**config.mk**
```make
export PLATFORM = sky130hd
export DESIGN_NAME = rsqrt_nr_unit_flat
export DESIGN_NICKNAME = d
export VERILOG_FILES = /design/src/rtl/rsqrt_nr_unit_if.sv /design/src/rtl/rsqrt_nr_unit.sv /design/src/flat_wrapper.sv
export SDC_FILE = /design/constraint.sdc
export NUM_CORES = 2
export LEC_CHECK = 0
export CAP_MARGIN = 20
export CORE_MARGIN = 2
export CORE_UTILIZATION = 35
export CTS_BUF_LIST = sky130_fd_sc_hd__clkbuf_2
export CTS_CLUSTER_SIZE = 16
export DETAILED_ROUTE_END_ITERATION = 10
export SKIP_LAST_GASP = 1
export SYNTH_ARGS = -nofsm -noshare
export SYNTH_HDL_FRONTEND = slang
export SYNTH_SLANG_ARGS = --single-unit
```
**constraint.sdc**
```tcl
create_clock -name clk -period 87.3 [get_ports clk]
set_input_delay 8.73 -clock clk [delete_from_list [all_inputs] [get_ports clk]]
set_output_delay 8.73 -clock clk [all_outputs]
set_load 0.005 [all_outputs]
```
**src/rtl/rsqrt_nr_unit_if.sv**
```systemverilog
// rsqrt_nr_unit_if: handshake bundle for the FP16 reciprocal square root unit.
//   in_valid / in_ready / x       : operand request (master -> unit)
//   out_valid / out_ready / out   : result response (unit -> master)
//   converged                     : early exit taken, qualified by out_valid
//   iter_count                    : Newton-Raphson iterations executed, qualified by out_valid
interface rsqrt_nr_unit_if #(
   parameter int DATA_WIDTH = 16
);
   logic                  in_valid;
   logic                  in_ready;
   logic [DATA_WIDTH-1:0] x;
   logic                  out_valid;
   logic                  out_ready;
   logic [DATA_WIDTH-1:0] out;
   logic                  converged;
   logic [3:0]            iter_count;

   modport master (
      output in_valid, x, out_ready,
      input  in_ready, out_valid, out, converged, iter_count
   );

   modport slave (
      input  in_valid, x, out_ready,
      output in_ready, out_valid, out, converged, iter_count
   );
endinterface

```
**src/rtl/rsqrt_nr_unit.sv**
```systemverilog
// rsqrt_nr_unit: iterative FP16 1/sqrt(x) engine, one Newton-Raphson step per clock.
//   clk   : clock, rising edge
//   reset : asynchronous active-high reset
//   io    : rsqrt_nr_unit_if.slave (operand/result handshake, converged, iter_count)
// Flow: IDLE accepts x; special operands go straight to DONE, normal ones are seeded
// with SEED_MAGIC - (x >> 1) and iterate in ITER until MAX_ITER or |delta| <= CONV_THR
// (after MIN_ITER); DONE holds the result until out_ready.
module rsqrt_nr_unit #(
   parameter int          DATA_WIDTH = 16,
   parameter int          MAX_ITER   = 4,
   parameter int          MIN_ITER   = 1,
   parameter logic [14:0] CONV_THR   = 15'h0200,
   parameter logic [15:0] SEED_MAGIC = 16'h59BA
) (
   input logic           clk,
   input logic           reset,
   rsqrt_nr_unit_if.slave io
);

   localparam logic [15:0] FP_HALF     = 16'h3800;
   localparam logic [15:0] FP_THREEHLF = 16'h3E00;

   typedef enum logic [1:0] {IDLE, ITER, DONE} state_t;

   // FP16 multiply, round to nearest even. Subnormal operands/results flush to zero;
   // inf/NaN never reach the datapath because special operands bypass ITER.
   function automatic logic [15:0] fmul(input logic [15:0] a, input logic [15:0] b);
      logic        s;
      logic [21:0] p;
      logic [10:0] m;
      logic        g;
      logic        st;
      int          e;
      s = a[15] ^ b[15];
      if (a[14:10] == 5'd0 || b[14:10] == 5'd0) return {s, 15'd0};
      p = {1'b1, a[9:0]} * {1'b1, b[9:0]};
      e = int'(a[14:10]) + int'(b[14:10]) - 15;
      if (p[21]) begin
         m  = {1'b0, p[20:11]};
         g  = p[10];
         st = |p[9:0];
         e  = e + 1;
      end else begin
         m  = {1'b0, p[19:10]};
         g  = p[9];
         st = |p[8:0];
      end
      if (g && (st || m[0])) m = m + 11'd1;
      if (m[10]) begin
         m = 11'd0;
         e = e + 1;
      end
      if (e <= 0)  return {s, 15'd0};
      if (e >= 31) return {s, 5'h1F, 10'd0};
      return {s, e[4:0], m[9:0]};
   endfunction

   // FP16 add, round to nearest even, subnormals flushed. Mantissas carry 3 extra
   // bits (guard, round, sticky) so alignment shifts keep correct rounding.
   function automatic logic [15:0] fadd(input logic [15:0] a, input logic [15:0] b);
      logic [15:0] big;
      logic [15:0] sml;
      logic [13:0] mb;
      logic [13:0] ms;
      logic [14:0] sum;
      logic [10:0] m;
      logic        st;
      logic        g;
      logic        rs;
      int          e;
      int          d;
      st = 1'b0;
      if (b[14:10] == 5'd0) return (a[14:10] == 5'd0) ? 16'd0 : a;
      if (a[14:10] == 5'd0) return b;
      if (a[14:0] >= b[14:0]) begin
         big = a;
         sml = b;
      end else begin
         big = b;
         sml = a;
      end
      e  = int'(big[14:10]);
      d  = e - int'(sml[14:10]);
      mb = {1'b1, big[9:0], 3'b000};
      ms = {1'b1, sml[9:0], 3'b000};
      if (d > 13) begin
         ms = 14'd1;
      end else if (d > 0) begin
         for (int i = 0; i < 14; i++)
            if (i < d) st = st | ms[i];
         ms = (ms >> d) | {13'd0, st};
      end
      if (big[15] == sml[15]) begin
         sum = {1'b0, mb} + {1'b0, ms};
         if (sum[14]) begin
            sum = {1'b0, sum[14:1]} | {14'd0, sum[0]};
            e   = e + 1;
         end
      end else begin
         sum = {1'b0, mb} - {1'b0, ms};
         if (sum == 15'd0) return 16'd0;
         for (int i = 0; i < 13; i++)
            if (!sum[13]) begin
               sum = sum << 1;
               e   = e - 1;
            end
      end
      m  = {1'b0, sum[12:3]};
      g  = sum[2];
      rs = |sum[1:0];
      if (g && (rs || m[0])) m = m + 11'd1;
      if (m[10]) begin
         m = 11'd0;
         e = e + 1;
      end
      if (e <= 0)  return {big[15], 15'd0};
      if (e >= 31) return {big[15], 5'h1F, 10'd0};
      return {big[15], e[4:0], m[9:0]};
   endfunction

   state_t                state, state_n;
   logic [DATA_WIDTH-1:0] xr, xr_n;
   logic [DATA_WIDTH-1:0] y, y_n;
   logic [DATA_WIDTH-1:0] out_r, out_n;
   logic [3:0]            cnt, cnt_n;
   logic [3:0]            itc_r, itc_n;
   logic                  conv_r, conv_n;

   // One Newton-Raphson step. Evaluated as ((x*y)*y)*0.5 rather than (0.5*x)*y*y
   // so no intermediate drops into the subnormal range at either end of the input span.
   logic [DATA_WIDTH-1:0] xy, xyy, half_xyy, corr, y_new, delta;
   logic [3:0]            cnt_inc;
   logic                  small_delta;

   always_comb begin
      xy          = fmul(xr, y);
      xyy         = fmul(xy, y);
      half_xyy    = fmul(xyy, FP_HALF);
      corr        = fadd(FP_THREEHLF, half_xyy ^ 16'h8000);
      y_new       = fmul(y, corr);
      delta       = fadd(y_new, y ^ 16'h8000);
      cnt_inc     = cnt + 4'd1;
      small_delta = (delta & 16'h7FFF) <= {1'b0, CONV_THR};
   end

   // Operand classification for the IDLE capture
   logic                  special;
   logic [DATA_WIDTH-1:0] special_out;

   always_comb begin
      special     = 1'b1;
      special_out = 16'h7E00;
      if (io.x[14:10] == 5'd0)
         special_out = 16'h7C00;                 // +-0 and subnormals
      else if (io.x[14:10] == 5'h1F && io.x[9:0] != 10'd0)
         special_out = 16'h7E00;                 // NaN
      else if (io.x[15])
         special_out = 16'h7E00;                 // negative nonzero, including -inf
      else if (io.x[14:10] == 5'h1F)
         special_out = 16'h0000;                 // +inf
      else
         special = 1'b0;
   end

   always_comb begin
      state_n = state;
      xr_n    = xr;
      y_n     = y;
      cnt_n   = cnt;
      out_n   = out_r;
      itc_n   = itc_r;
      conv_n  = conv_r;
      unique case (state)
         IDLE: begin
            if (io.in_valid) begin
               xr_n = io.x;
               if (special) begin
                  out_n   = special_out;
                  itc_n   = 4'd0;
                  conv_n  = 1'b0;
                  state_n = DONE;
               end else begin
                  y_n     = SEED_MAGIC - {1'b0, io.x[15:1]};
                  cnt_n   = 4'd0;
                  state_n = ITER;
               end
            end
         end
         ITER: begin
            y_n   = y_new;
            cnt_n = cnt_inc;
            // Hitting MAX_ITER wins over convergence: converged marks an early exit only.
            if (int'(cnt_inc) == MAX_ITER) begin
               out_n   = y_new;
               itc_n   = cnt_inc;
               conv_n  = 1'b0;
               state_n = DONE;
            end else if (int'(cnt_inc) >= MIN_ITER && small_delta) begin
               out_n   = y_new;
               itc_n   = cnt_inc;
               conv_n  = 1'b1;
               state_n = DONE;
            end
         end
         DONE: begin
            if (io.out_ready) state_n = IDLE;
         end
         default: state_n = IDLE;
      endcase
   end

   always_ff @(posedge clk or posedge reset) begin
      if (reset) begin
         state  <= IDLE;
         xr     <= '0;
         y      <= '0;
         cnt    <= '0;
         out_r  <= '0;
         itc_r  <= '0;
         conv_r <= 1'b0;
      end else begin
         state  <= state_n;
         xr     <= xr_n;
         y      <= y_n;
         cnt    <= cnt_n;
         out_r  <= out_n;
         itc_r  <= itc_n;
         conv_r <= conv_n;
      end
   end

   assign io.in_ready   = (state == IDLE);
   assign io.out_valid  = (state == DONE);
   assign io.out        = out_r;
   assign io.converged  = conv_r;
   assign io.iter_count = itc_r;

endmodule

```
**src/flat_wrapper.sv**
```systemverilog
// flat-port wrapper written by rule: the top's interface ports become plain ports
module rsqrt_nr_unit_flat 
#(
   parameter int          DATA_WIDTH = 16,
   parameter int          MAX_ITER   = 4,
   parameter int          MIN_ITER   = 1,
   parameter logic [14:0] CONV_THR   = 15'h0200,
   parameter logic [15:0] SEED_MAGIC = 16'h59BA
)
  (clk, reset, io_in_valid, io_x, io_out_ready, io_in_ready, io_out_valid, io_out, io_converged, io_iter_count);
  rsqrt_nr_unit_if #(.DATA_WIDTH(DATA_WIDTH)) io_i ();
  input logic clk;
  input logic reset;
  input wire logic [$bits(io_i.in_valid)-1:0] io_in_valid;
  input wire logic [$bits(io_i.x)-1:0] io_x;
  input wire logic [$bits(io_i.out_ready)-1:0] io_out_ready;
  output wire logic [$bits(io_i.in_ready)-1:0] io_in_ready;
  output wire logic [$bits(io_i.out_valid)-1:0] io_out_valid;
  output wire logic [$bits(io_i.out)-1:0] io_out;
  output wire logic [$bits(io_i.converged)-1:0] io_converged;
  output wire logic [$bits(io_i.iter_count)-1:0] io_iter_count;
  assign io_i.in_valid = io_in_valid;
  assign io_i.x = io_x;
  assign io_i.out_ready = io_out_ready;
  assign io_in_ready = io_i.in_ready;
  assign io_out_valid = io_i.out_valid;
  assign io_out = io_i.out;
  assign io_converged = io_i.converged;
  assign io_iter_count = io_i.iter_count;
  rsqrt_nr_unit #(.DATA_WIDTH(DATA_WIDTH), .MAX_ITER(MAX_ITER), .MIN_ITER(MIN_ITER), .CONV_THR(CONV_THR), .SEED_MAGIC(SEED_MAGIC)) u_core (.clk(clk), .reset(reset), .io(io_i));
endmodule
```
## After elaboration in Yosys (flattened, before gate mapping)

Cells that the tools add are included.

| word-level totals | value |
|---|---|
| bits in registers | 59 |
| input bits | 20 |
| output and inout port bits | 23 |
| word-level logic and storage cells | 750 |

| operators by class | value |
|---|---|
| $add $sub $neg | 59 |
| multipliers | 3 |
| $lt $le $gt $ge | 42 |
| equality and inequality tests | 11 |
| shift-type cells | 2 |
| mux-type cells | 555 |
| bitwise logic cells | 29 |
| reduce and logical (&&, ||, !) cells | 42 |

Operators with widths:

| operator | count |
|---|---|
| $mux 32 | 139 |
| $mux 14 | 115 |
| $mux 16 | 52 |
| $sub 32x2->32 const B | 24 |
| $lt 5x32->1 const A | 12 |
| $add 32x2->32 const B | 9 |
| $lt 4x32->1 const A | 8 |
| $mux 11 | 19 |
| $mux 15 | 13 |
| $ge 32x6->1 const B | 6 |
| $le 32x1->1 const B | 6 |
| $mux 1 | 178 |
| $mux 13 | 11 |
| $sub 32x5->32 const B | 4 |
| $mux 10 | 9 |
| $mul 11x11->22 | 3 |
| $gt 32x1->1 const B | 2 |
| $gt 32x5->1 const B | 2 |
| $lt 3x32->1 const A | 2 |
| $pmux 16 s2 | 2 |
| $shr 14x32->14 | 2 |
| $add 11x1->11 const B | 4 |
| $logic_not 5->1 | 8 |
| $add 14x14->15 | 2 |
| other kinds (44) | 111 |

## Depth between registers and ports, before layout

| depth | value |
|---|---|
| depth after elaboration | 400 |
| gate-level depth with buffers | 316 |
| depth with buffers taken out | 286 |

## Worst setup path before layout

OpenSTA, ideal clock, no wires.

| timing path | value |
|---|---|
| kind | flip-flop to flip-flop |
| start point | register u_core.y[9] |
| end point | register u_core.out_r[9], in the netlist u_core.io.out[9] |
| library setup time | 0.073 ns |
| arrival time | 61.512 ns |
| slack | 25.715 ns |
| cell stages (with the launch flop) | 287 |
| path buffers | 36 |
| period minus slack after synthesis | 61.585 ns |
| cells stage by stage | dfrtp_1 clkbuf_1 inv_1 clkbuf_1 buf_1 nor2_1 fa_1 inv_1 fa_1 inv_1 fa_1 fa_1 inv_1 fa_1 inv_1 ha_1 buf_2 a21oi_1 [... 251 more ...] or4b_4 nand2_1 xnor3_1 or2_1 or3_1 or3_1 clkbuf_1 xnor2_1 xnor2_1 or4_1 a211oi_2 o2111ai_1 o32a_1 o211a_1 a211o_2 a21oi_4 buf_6 a2bb2oi_2 |

| between the ends | value |
|---|---|
| word-level cells in the longest chain between the ends | 371 |
| elaborated cells on any way between the ends | 671 |
| those cells by class | 54 x add/sub; 3 x mul; 41 x order compare; 3 x eq/ne; 2 x shift; 511 x mux; 27 x bitwise; 30 x reduce/logical |

RTL lines:

| element | RTL line | text |
|---|---|---|
| start: declaration | rsqrt_nr_unit.sv:123 | `logic [DATA_WIDTH-1:0] y, y_n;` |
| start signal: assignment | rsqrt_nr_unit.sv:224 | `y <= y_n;` |
| branches (longest 371 deep; another with $add 32x2->32) | n/a |  |
| end signal: assignment | rsqrt_nr_unit.sv:226 | `out_r <= out_n;` |
| end: declaration | rsqrt_nr_unit.sv:124 | `logic [DATA_WIDTH-1:0] out_r, out_n;` |

Parallel ways; which one is timed is not known. The select of a mux whose other input is x is not followed.
A chain may end at the register's enable or synchronous reset.

## Worst setup path after layout

| timing path | value |
|---|---|
| start point | register u_core.y[6] |
| end point | register u_core.out_r[12], in the netlist u_core.io.out[12] |

| between the ends | value |
|---|---|
| word-level cells in the longest chain between the ends | 371 |
| elaborated cells on any way between the ends | 672 |
| those cells by class | 54 x add/sub; 3 x mul; 41 x order compare; 3 x eq/ne; 2 x shift; 511 x mux; 27 x bitwise; 31 x reduce/logical |

RTL lines:

| element |
|---|
| branches (longest 371 deep; another with $add 32x2->32) |

Parallel ways; which one is timed is not known. The select of a mux whose other input is x is not followed.

==> impl_table.tex <==
\begin{tabular}{lr}
\hline
Metric & Value \\
\hline
\multicolumn{2}{l}{\textbf{Run status}} \\
\quad Run status & completed \\
\multicolumn{2}{l}{\textbf{CTS}} \\
\quad Worst skew pair latency & 0.56 ns \\
\quad Clock root buffer master & clkbuf\_2 \\
\quad Clock tree buffer depth & 2 \\
\quad TritonCTS Sinks & 59 \\
\quad Total clock buffers created by CTS & 9 \\
\quad Clock slew seen by the registers of the worst setup and hold paths & 0.21 ns \\
\quad Number of post-CTS setup repair buffers & 0 \\
\quad CTS Hold Buffers Added & 0 \\
\quad Post-cts repair resize count & 0 \\
\quad Clock H-tree levels & 3 \\
\quad TritonCTS clock tree & done \\
\multicolumn{2}{l}{\textbf{Setup path}} \\
\quad Beginning of the worst register-to-register path & u\_core.y[6] \\
\quad Top fanout value on the critical path & 36 \\
\quad Worst R2R End & u\_core.io.out[12] \\
\quad Reg2Reg Setup Slack & 16.61 ns \\
\quad CP Capture Type & flip-flop \\
\quad Crit path required time & 87.78 ns \\
\quad Startpoint kind of the worst setup timing path & flip-flop \\
\quad Slowest stage cell, crit path & o21a\_1 \\
\quad Worst EP arrival & 71.17 ns \\
\quad CP max stage delay & 0.86 ns \\
\quad Family of cells with the greatest summed delay on the critical path & simple AND/OR/NAND/NOR gates \\
\quad Most numerous cell on the critical path & ha\_1 \\
\quad Critical path buffer and inverter count & 22 \\
\quad Setup Crit Path Kind & flip-flop to flip-flop \\
\quad Number of cell instances on the worst register-to-register path & 264 \\
\multicolumn{2}{l}{\textbf{Logic synthesis}} \\
\quad Compound-gate portion of the synthesized area & 26.04\% \\
\quad Post-synthesis share of cell area spent on and, or, nand and nor gates & 31.80\% \\
\quad Fraction of synthesis flops using an asynchronous set or reset pin & 100.0\% \\
\quad Cell type contributing the most total cell area after synthesis & fa\_1 \\
\quad Netlist Area Pre-Place & 48630 µm² \\
\quad Parity-gate share of the synthesized area counting xor and xnor cells & 10.82\% \\
\quad Arithmetic-cell share of the synthesized area counting full adders, half adders and majority gates & 18.47\% \\
\quad Leading cell types by total area after synthesis & fa\_1 10\%, ha\_1 8.4\%, xnor2\_1 6.5\% \\
\quad Multiplexer fraction of the synthesized cell area & 3.419\% \\
\quad Number of synthesized flops with an enable pin & 0 \\
\quad Synthesized flop and latch total & 59 \\
\quad Mean Syn Cell Area & 6.985 µm² \\
\quad Area fraction of the dominant cell type after synthesis & 10.08\% \\
\quad Synth unique cells & 140 \\
\quad Most common library cells after synthesis & 721 x nand2\_1, 633 x nor2\_1, 517 x inv\_1 \\
\quad Cells after synthesis & 6963 \\
\quad Sequential element share of the synthesized area & 3.036\% \\
\quad Count leader, synth & nand2\_1 \\
\quad Number of warnings issued by yosys & 0 \\
\quad Largest family of logic cells by synthesized area & simple AND/OR/NAND/NOR gates \\
\quad Leading register cell type out of synthesis & dfrtp\_1 \\
\multicolumn{2}{l}{\textbf{STA}} \\
\quad Final number of hold-violating endpoints & 0 \\
\quad Slew @ Worst Pin & 1.160 ns \\
\quad Ratio of final minimum period to clock period & 80.98\% \\
\quad Worst rel slew slack & 22.15\% \\
\quad Accumulated negative setup slack & 0 ns \\
\quad Final count of pins violating max slew & 0 \\
\quad Worst Setup Slack, final & 16.61 ns \\
\quad Achievable clock frequency & 14.15 MHz \\
\quad Setup-failing EPs final & 0 \\
\quad Setup repair after global routing missed its margin & false \\
\quad Final clock skew & 0.05446 ns \\
\quad Fin crit period & 70.69 ns \\
\multicolumn{2}{l}{\textbf{Layout}} \\
\quad Count of nets after finishing & 7427 \\
\quad Footprint of the multi-input gates & 44150 µm² \\
\quad Share of final-layout standard cells stronger than drive strength 1 & 5.160\% \\
\quad End-of-flow core utilization & 37.05\% \\
\quad Number of fillers in the final layout & 14613 \\
\quad Sequential cell area in the final layout & 1476 µm² \\
\quad Total non-filler cell area in the finished layout & 51010 µm² \\
\quad Synthesis-to-layout area growth & 4.886\% \\
\multicolumn{2}{l}{\textbf{Placed design}} \\
\quad Placed wire-length estimate after detailed placement & 135300 µm \\
\quad Final weighted congestion of routability-driven global placement & 0.9583 \\
\quad Worst setup slack after placement & 17.73 ns \\
\quad Area after detailed placement & 50870 µm² \\
\quad Count of port buffers added during placement & 42 \\
\multicolumn{2}{l}{\textbf{GRT}} \\
\quad Initial antenna violation count & 3 \\
\quad Overall fraction of global-route tracks in use & 22.61\% \\
\quad First-pass GRT wire length & 269500 µm \\
\quad Global route total overflow & 0 \\
\quad Via count of the first global-routing pass & 49530 \\
\quad Pin count of the biggest net entering global routing & 60 \\
\multicolumn{2}{l}{\textbf{Drt}} \\
\quad Via count of the routed design & 52118 \\
\quad Vias/cell & 6.035 \\
\quad DRC violation count after routing & 0 \\
\quad First drt pass iteration count & 6 \\
\quad DRT antenna net count & 0 \\
\quad Number of DRC violations after detailed-routing iteration 0 & 4816 \\
\quad Routed Wire Length & 166200 µm \\
\quad Average wire length per cell after detail routing & 19.25 µm \\
\multicolumn{2}{l}{\textbf{Floorplanning}} \\
\quad Site row count & 136 \\
\quad Top Ports & 43 \\
\quad Starting Density & 35.33\% \\
\quad DIE AREA & 142000 µm² \\
\quad Core Box Area & 137700 µm² \\
\quad Chip width & 376.8 µm \\
\quad Die outline height & 376.8 µm \\
\multicolumn{2}{l}{\textbf{Worst hold path}} \\
\quad Startpoint of the tightest hold check path & u\_core.y[4] \\
\quad Cell depth of the worst hold path & 1 \\
\quad Hold WC Path Type & flip-flop to flip-flop \\
\quad Worst min-delay path endpoint & u\_core.y[4] \\
\multicolumn{2}{l}{\textbf{Run}} \\
\quad Number of maximum-capacitance constraint violations & 0 \\
\hline
\end{tabular}
## logic make-up (layout without fill, tap and decap cells)
group	after synthesis	count (layout)
compound gates	1800	1800
xor+xnor	564	564
fa+ha+maj	571	571
buf+inv	807	666
flops	59	59
mux	154	154
other cells	1	21
simple gates	3007	3007
## layout make-up
type	count	share of cell area [%]
Antenna cell	1	0.004906
Clock buffer	9	0.08830
Clock inverter	7	0.1570
Inverter	526	3.871
Multi-Input combinational cell	6116	86.54
Sequential cell	59	2.894
Tap cell	1794	4.400
Timing Repair Buffer	124	2.041
## layer usage
metal	vias up	global-route usage (%)	share of wire [%]
met5	-	0	0.016
met2	1818	38.86	47
met1	24856	30.31	45
met3	283	2.156	5.7
li1	25157	-	-
met4	4	5.351	2.5
## sequential cells by signal (all words and copies together), names as in the netlist
signal	cells
u_core.state	2
u_core.y	16
u_core.xr	16
u_core.cnt	4
u_core.io.iter_count	4
u_core.io.out	16
u_core.io.converged	1
## layout by cell type, fill, tap and decap left out, types with 97 or more instances in the layout
cell type / n
fa_1: 245
nand3_1: 296
nand4_1: 133
nor2_1: 633
and3_1: 97
nor3_1: 300
a21oi_1: 366
or3_1: 98
inv_1: 516
nand2_1: 721
and2_1: 138
o211ai_1: 102
xnor2_1: 358
o21ai_0: 309
nor4_1: 101
ha_1: 326
xor2_1: 177
## metrics by stage
| step | hold slack [ns] | cells |
|---|---|---|
| after global routing | 0.5499 | 8635 |
| after CTS | 0.5350 | 8634 |
| after detailed placement | 0.4838 | 8618 |
| after floorplan | 0.4718 | 6982 |
| final | 0.5356 | 8636 |
| after global placement | 0.4812 | 8618 |
## worst max-delay path by stage
stage                      from                 to  slack, ns  cells past startpoint
finish              u_core.y[6]  u_core.io.out[12]      16.61                    264
global placement    u_core.y[6]  u_core.io.out[10]      19.20                    260
CTS                 u_core.y[6]  u_core.io.out[12]      17.48                    264
detailed placement  u_core.y[6]  u_core.io.out[12]      17.73                    260
global route        u_core.y[6]  u_core.io.out[12]      10.54                    254
floorplan           u_core.y[9]   u_core.io.out[9]      25.71                    286
Power is not shown: default switching activity piles up to over one toggle a cycle in this logic, so the estimate is an artifact.
